## src/rtl/disp_pkg.sv

```systemverilog
// Shared constants, types and helpers for the 4-digit multiplexed BCD display scanner.
//   NUM_DIGITS : digits on the display
//   DIG_W      : bits per BCD digit
//   BCD_MAX    : largest legal BCD nibble value
//   dig_idx_t  : index of the digit currently being driven
package disp_pkg;

  localparam int NUM_DIGITS = 4;
  localparam int DIG_W      = 4;
  localparam int BCD_MAX    = 9;

  typedef logic [1:0] dig_idx_t;

  // True when any nibble of a captured value is not a legal BCD digit.
  function automatic logic has_bad_nibble(input logic [NUM_DIGITS*DIG_W-1:0] v);
    logic bad;
    bad = 1'b0;
    for (int k = 0; k < NUM_DIGITS; k++) begin
      if (v[k*DIG_W +: DIG_W] > DIG_W'(BCD_MAX)) bad = 1'b1;
    end
    return bad;
  endfunction

  // Active-low anode pattern with only the selected digit driven.
  function automatic logic [NUM_DIGITS-1:0] anode_mask(input dig_idx_t i);
    return ~(NUM_DIGITS'(1) << i);
  endfunction

endpackage

```

## src/rtl/disp_tick_gen.sv

```systemverilog
// Slot prescaler: counts 0..SCAN_DIV-1 and raises tick while holding SCAN_DIV-1.
// With SCAN_DIV=1 the counter is stuck at 0 and tick is high every cycle.
//   clk   : system clock, rising edge
//   rst_n : synchronous active-low reset
//   tick  : one-cycle pulse at the end of each digit slot
module disp_tick_gen #(
  parameter int unsigned SCAN_DIV = 50000
) (
  input  logic clk,
  input  logic rst_n,
  output logic tick
);

  localparam int unsigned CW = (SCAN_DIV > 1) ? $clog2(SCAN_DIV) : 1;
  localparam logic [CW-1:0] LAST = CW'(SCAN_DIV - 1);

  logic [CW-1:0] cnt_q, cnt_d;

  assign tick = (cnt_q == LAST);

  always_comb begin
    cnt_d = cnt_q + CW'(1);
    if (tick) cnt_d = '0;
  end

  always_ff @(posedge clk) begin
    if (!rst_n) cnt_q <= '0;
    else        cnt_q <= cnt_d;
  end

endmodule

```

## src/rtl/disp_scan.sv

```systemverilog
// Multiplexed 4-digit BCD display scanner with leading-zero blanking and
// invalid-digit flag. Feeds an external 7-segment decoder through data/en.
//   clk      : system clock, rising edge
//   rst_n    : synchronous active-low reset
//   load     : capture bcd_in into the shadow register on this edge
//   bcd_in   : four BCD digits, [3:0] is digit 0
//   blank_lz : enable leading-zero blanking
//   data     : BCD nibble for the decoder (registered)
//   en       : decoder enable (registered)
//   dig_sel  : active-low digit anodes, bit k drives digit k (registered)
//   err      : last captured value held a nibble above 9
module disp_scan
  import disp_pkg::*;
#(
  parameter int unsigned SCAN_DIV = 50000
) (
  input  logic                        clk,
  input  logic                        rst_n,
  input  logic                        load,
  input  logic [NUM_DIGITS*DIG_W-1:0] bcd_in,
  input  logic                        blank_lz,
  output logic [DIG_W-1:0]            data,
  output logic                        en,
  output logic [NUM_DIGITS-1:0]       dig_sel,
  output logic                        err
);

  logic tick;

  disp_tick_gen #(.SCAN_DIV(SCAN_DIV)) u_tick_gen (
    .clk   (clk),
    .rst_n (rst_n),
    .tick  (tick)
  );

  dig_idx_t                    idx_q, idx_d;
  logic [NUM_DIGITS*DIG_W-1:0] shadow_q, shadow_d;
  logic [DIG_W-1:0]            data_q, data_d;
  logic                        en_q, en_d;
  logic [NUM_DIGITS-1:0]       dig_sel_q, dig_sel_d;
  logic                        err_q, err_d;

  // upper_zero[k]: shadow digits k..3 are all zero.
  logic [NUM_DIGITS-1:0] upper_zero;
  logic                  blank;

  always_comb begin
    upper_zero = '0;
    upper_zero[NUM_DIGITS-1] = (shadow_q[(NUM_DIGITS-1)*DIG_W +: DIG_W] == '0);
    for (int k = NUM_DIGITS - 2; k >= 0; k--) begin
      upper_zero[k] = upper_zero[k+1] && (shadow_q[k*DIG_W +: DIG_W] == '0);
    end
  end

  // Digit 0 is always shown so an all-zero value still displays "0".
  assign blank = blank_lz && (idx_q != '0) && upper_zero[idx_q];

  always_comb begin
    idx_d     = idx_q;
    shadow_d  = shadow_q;
    err_d     = err_q;
    data_d    = shadow_q[idx_q*DIG_W +: DIG_W];
    en_d      = 1'b1;
    dig_sel_d = anode_mask(idx_q);

    if (blank) begin
      data_d    = '0;
      en_d      = 1'b0;
      dig_sel_d = '1;
    end

    if (tick) idx_d = idx_q + dig_idx_t'(1);

    if (load) begin
      shadow_d = bcd_in;
      err_d    = has_bad_nibble(bcd_in);
    end
  end

  always_ff @(posedge clk) begin
    if (!rst_n) begin
      idx_q     <= '0;
      shadow_q  <= '0;
      data_q    <= '0;
      en_q      <= 1'b0;
      dig_sel_q <= '1;
      err_q     <= 1'b0;
    end else begin
      idx_q     <= idx_d;
      shadow_q  <= shadow_d;
      data_q    <= data_d;
      en_q      <= en_d;
      dig_sel_q <= dig_sel_d;
      err_q     <= err_d;
    end
  end

  assign data    = data_q;
  assign en      = en_q;
  assign dig_sel = dig_sel_q;
  assign err     = err_q;

endmodule
```

## config.mk

```make
export PLATFORM = sky130hd
export DESIGN_NAME = disp_scan
export DESIGN_NICKNAME = d
export VERILOG_FILES = /design/src/rtl/disp_pkg.sv /design/src/rtl/disp_tick_gen.sv /design/src/rtl/disp_scan.sv
export SDC_FILE = /design/constraint.sdc
export NUM_CORES = 1
export LEC_CHECK = 0
export ABC_AREA = 1
export ABC_CLOCK_PERIOD_IN_PS = 1800
export CORE_ASPECT_RATIO = 2
export CORE_MARGIN = 4
export CORE_UTILIZATION = 53
export DETAILED_ROUTE_END_ITERATION = 10
export PLACE_DENSITY_LB_ADDON = 0.2
export SYNTH_ARGS = -nofsm -noshare
export SYNTH_HDL_FRONTEND = slang
export SYNTH_HIERARCHICAL = 1
export SYNTH_SLANG_ARGS = --single-unit
```

## constraint.sdc

```tcl
create_clock -name clk -period 1.8 [get_ports clk]
set_input_delay 0.27 -clock clk [delete_from_list [all_inputs] [get_ports clk]]
set_output_delay 0.27 -clock clk [all_outputs]
set_load 0.05 [all_outputs]
```

# Word level (Yosys, flattened, before mapping)
# Index checks and enable logic that the tools add are counted.
[op_classes]
shifts = 2
n_bitwise = 2
muxes = 7
eq_ne = 1
reduce_logical = 12
order_cmp = 5
n_addsub = 2
[op_table]
columns = ["op", "n"]
rows = [
  ["$add 16x1->16 const B", 1],
  ["$eq 16x16->1 const B", 1],
  ["$gt 4x4->1 const B", 4],
  ["$logic_not 4->1", 4],
  ["$shiftx 16x5->4", 1],
  ["$mux 1", 6],
  ["$logic_and 1x1->1", 5],
  ["$not 4->4", 1],
  ["$reduce_or 2->1", 2],
  ["$shl 1x2->4 const A", 1],
  ["$lt 2x3->1 const B", 1],
  ["$add 2x1->2 const B", 1],
  ["$bmux 1 s2", 1],
  ["$reduce_bool 2->1", 1],
  ["$not 1->1", 1],
]
[word_totals]
regBits = 44
word_cells = 38
output_inout_bits = 10
input_bits = 20

# Longest topological paths before layout
[depth]
depth_word = 8
depth_mapped = 9
ltp_nobuf = 8

# By module
# Netlist, hierarchy kept.
[modules_own_cells]
columns = ["module", "n_inst", "cells_each", "seq_area_each_um2", "area_each_um2"]
rows = [
  ["disp_scan", 1, 160, 560.5, 1209.9],
  ["disp_tick_gen", 1, 129, 320.3, 855.8],
]

# Least setup slack after synthesis
# OpenSTA, ideal clock, no wires.
[synth_timing]
path_type = "reg-to-reg"
from = "register u_tick_gen.cnt_q[0]"
to = "register idx_q[0]"
n_path_buf = 0
setup_time_ps = 119
synth_period_minus_slack_ps = 1429
setup_slack_ps = 371
t_required_ps = 1681
arrival_time_ps = 1310
path_stages_with_launch = 8
path_cell_list = "dfxtp_1 > ha_1 > nand3_1 > or2_2 > nor2_1 > inv_1 > o21ai_0 > a21oi_1"
[synth_between]
elab_chain_cells = 1
[synth_rtl]
columns = ["item", "line_no", "source"]
rows = [
  ["start, declared", "disp_tick_gen.sv:17", "logic [CW-1:0] cnt_q, cnt_d;"],
  ["start signal, assigned", "disp_tick_gen.sv:28", "else cnt_q <= cnt_d;"],
  ["$eq 16x16->1", "disp_tick_gen.sv:19", "assign tick = (cnt_q == LAST);"],
  ["via tick", "disp_scan.sv:28", "logic tick;"],
  ["end signal, assigned", "disp_scan.sv:89", "idx_q <= idx_d;"],
  ["end, declared", "disp_scan.sv:36", "dig_idx_t idx_q, idx_d;"],
]
# The timed path passes the listed nets, and every way through them passes these cells.
# A chain may end at the register's enable or synchronous reset.

# Final worst setup path
[layout_timing]
from = "register err_q, in the netlist err"
to = "output err"
[layout_lines]
columns = ["item", "line_no", "source"]
rows = [
  ["start, declared", "disp_scan.sv:41", "logic err_q, err_d;"],
  ["start signal, assigned", "disp_scan.sv:94", "err_q <= err_d;"],
  ["end, declared", "disp_scan.sv:25", "output logic err"],
]
# No word-level cell between the ends.

==> flow_summary.ini <==
[cells_and_area]
n_antenna_cell = 0
stdcell_area_sq_mm = 0.002481
drive_gt1_frac = 0.1115
synthToLayoutAreaGrowth_pct = 20.11
final_common_cell = nor2_1
num-fill-cells = 332
nNetsFinal = 347
final_cell_mix = 58 x nor2_1, 44 x nand2_1, 44 x dfxtp_1

[die]
coreArea_sq_mm = 0.003685
num_io_pins = 30
row_count = 31
die_y_um = 96.29
die_area_sq_mm = 0.005021
start_util = 0.5606
die_w_um = 52.15

[grt]
grtUsageTotal = 0.1929
grt_pass1_wl_mm = 7.210
grt_pass1_vias = 1809
antenna_found_initial = 0
grt_overflow_total = 0
grt_max_degree = 21

[clock_tree]
hold_buffers = 0
cts_root_buffer = clkbuf_8
cts_sinks = 44
cts-htree-levels = 2
numCtsBuffers = 5
clkTransAtPathRegs_ns = 0.08
post-cts-setup-buffer-count = 0
cts_max_path_buffers = 2
clk_latency_ns = 0.29
cts_resized = 0
cts_tree = built

[power_and_ir_drop]
powerDensity_mw_per_mm2 = 751.5
max-vdd-ir-drop_mv = 0.6053
power_mw = 1.865
power.leakage_nw = 0.9821

[place]
routabilityCongestion = 0.8526
placed_area_sq_mm = 0.002389
place_ws_ns = 0.2289
post-dp-hpwl_mm = 3.510
io_buffers = 29

[logic_synthesis]
ys_seq_area_frac = 0.4264
synth-xor-area-share = 0.01696
synthDistinctLibCells = 25
avgSynthCellArea_sq_um = 7.148
synth_compound_gate_area_share = 0.1399
yosys.area_share.simple = 0.2986
synth_nets = 314
synth-adder-area-share = 0.03028
ys_seq_elements = 44
ys_warn_count = 6
synth_area_sq_mm = 0.002066
synth_cells = 289
synth_top_family_by_area = simple AND/OR/NAND/NOR gates
post_synth_mux_area_share = 0

[timing]
fin_crit_sh = 0.9466
min_period_ns = 1.704
finalClockSkew_ns = 0.005231
setup_ws_ns = 0.09612
fmax_mhz = 586.9
worstMarginPinSlew_ns = 0.5512
setup-tns-final_ns = 0
rsz0062_at_grt = false
hold_viol = 0
setup_violations = 0
drv_slew = 0
timing.slew.headroom = 0.6321

[route]
wirelength_met1_mm = 1.524
vias = 1893
drc = 0
viasPerCell = 5.089
drt-total-wl_mm = 4.424
routedWlPerCell_um = 11.89
met3_length_um = 120
wl_met2_mm = 2.628
top_layer_used = met4
firstDrtPassIters = 4
postRouteAntennaNets = 0
drt_iter0_markers = 41

[worst_setup_path]
worstSetupStartpointType = flip-flop
cpMaxStageDelayCell = clkdlybuf4s50_1
critical_path_arrival_ns = 1.43
cp_max_fo = 2
slowest_delay_ns = 0.80
end_kind = primary output
ff2ff_path_depth = 7
r2r_end = idx_q[1]
path_buf_inv = 1
r2r-start = u_tick_gen/cnt_q[0]
rrSetupSlack_ns = 0.19
criticalPathCategory = reg -> out
critPathRequiredTime_ns = 1.53
cp_top_family = buffers and inverters
crit_start = err
cp_cell_sequence = clkdlybuf4s50_1

[min_path]
hold_start = u_tick_gen/cnt_q[0]
hold_end = u_tick_gen/cnt_q[0]
min_delay_path_depth = 1
hp-class = reg -> reg

[run]
cap_violations = 0

[status]
outcome = finished clean
## per-layer routing
layer | GRT usage | vias up
li1 | - | 981
met1 | 0.1578 | 864
met2 | 0.3950 | 35
met3 | 0.03256 | 13
met4 | 0.1151 | 0
met5 | 0 | -
## synth_stat cells
cell type	count	area share
nor2_1	58	0.11
dfxtp_1	44	0.43
nand2_1	44	0.080
inv_1	29	0.053
o21ai_0	28	0.068
a21oi_1	21	0.051
nand3_1	12	0.029
nor2_2	7	0.021
o21ai_1	7	0.017
ha_1	5	0.030
nand4_1	5	0.015
buf_2	4	0.0097
nand2_2	4	0.012
inv_2	3	0.0055
nand2_4	3	0.016
xor2_1	3	0.013
buf_6	2	0.011
nor3_1	2	0.0048
or2_2	2	0.0061
a21oi_2	1	0.0042
buf_8	1	0.0073
clkbuf_1	1	0.0018
nor2_4	1	0.0055
or2_0	1	0.0030
xnor2_1	1	0.0042
## final cells by class
| class | count | area [sq um] | area share |
|---|---|---|---|
| clock buffer | 6 | 82.58 | 0.03328 |
| clock inverter | 2 | 10.01 | 0.004034 |
| inverter | 32 | 120.1 | 0.04841 |
| multi-input combinational | 205 | 1003 | 0.4044 |
| sequential | 44 | 880.8 | 0.3550 |
| tap | 49 | 61.31 | 0.02471 |
| timing repair buffer | 34 | 322.8 | 0.1301 |
## cell families after synthesis
kind of cell / Yosys count
XOR/XNOR: 4
AND/OR/NAND/NOR: 139
flip-flops: 44
AO/OA/AOI/OAI: 57
buffers and inverters: 40
adder cells (fa/ha/maj): 5
## power breakdown
group          leakage, nW  internal (mW)  switching, mW  total [mW]
Combinational        0.570         0.0907          0.114       0.205
Sequential           0.361           1.01         0.0218        1.03
Clock               0.0510          0.306          0.321       0.627
Total                0.982           1.41          0.457        1.86
## worst max path at each step
stage | endpoint | cells after the start
finish | err | 1
global route | err | 1
CTS | err | 1
detailed placement | idx_q[1] | 7
global placement | idx_q[0] | 7
floorplan | idx_q[0] | 7
## stage by stage
stage	hold WS [ns]	cells	utilization
floorplan	0.3951	289	-
global placement	0.4430	364	0.6482
detailed placement	0.4616	364	0.6482
CTS	0.4820	372	0.6733
global route	0.5116	372	0.6733
finish	0.4834	372	0.6733
## flip-flops by register name (all words and copies together) (netlist names)
signal,flops
err,1
u_tick_gen/cnt_q,16
idx_q,2
en,1
shadow_q,16
data,4
dig_sel,4
(Power assumes the default switching activity.)
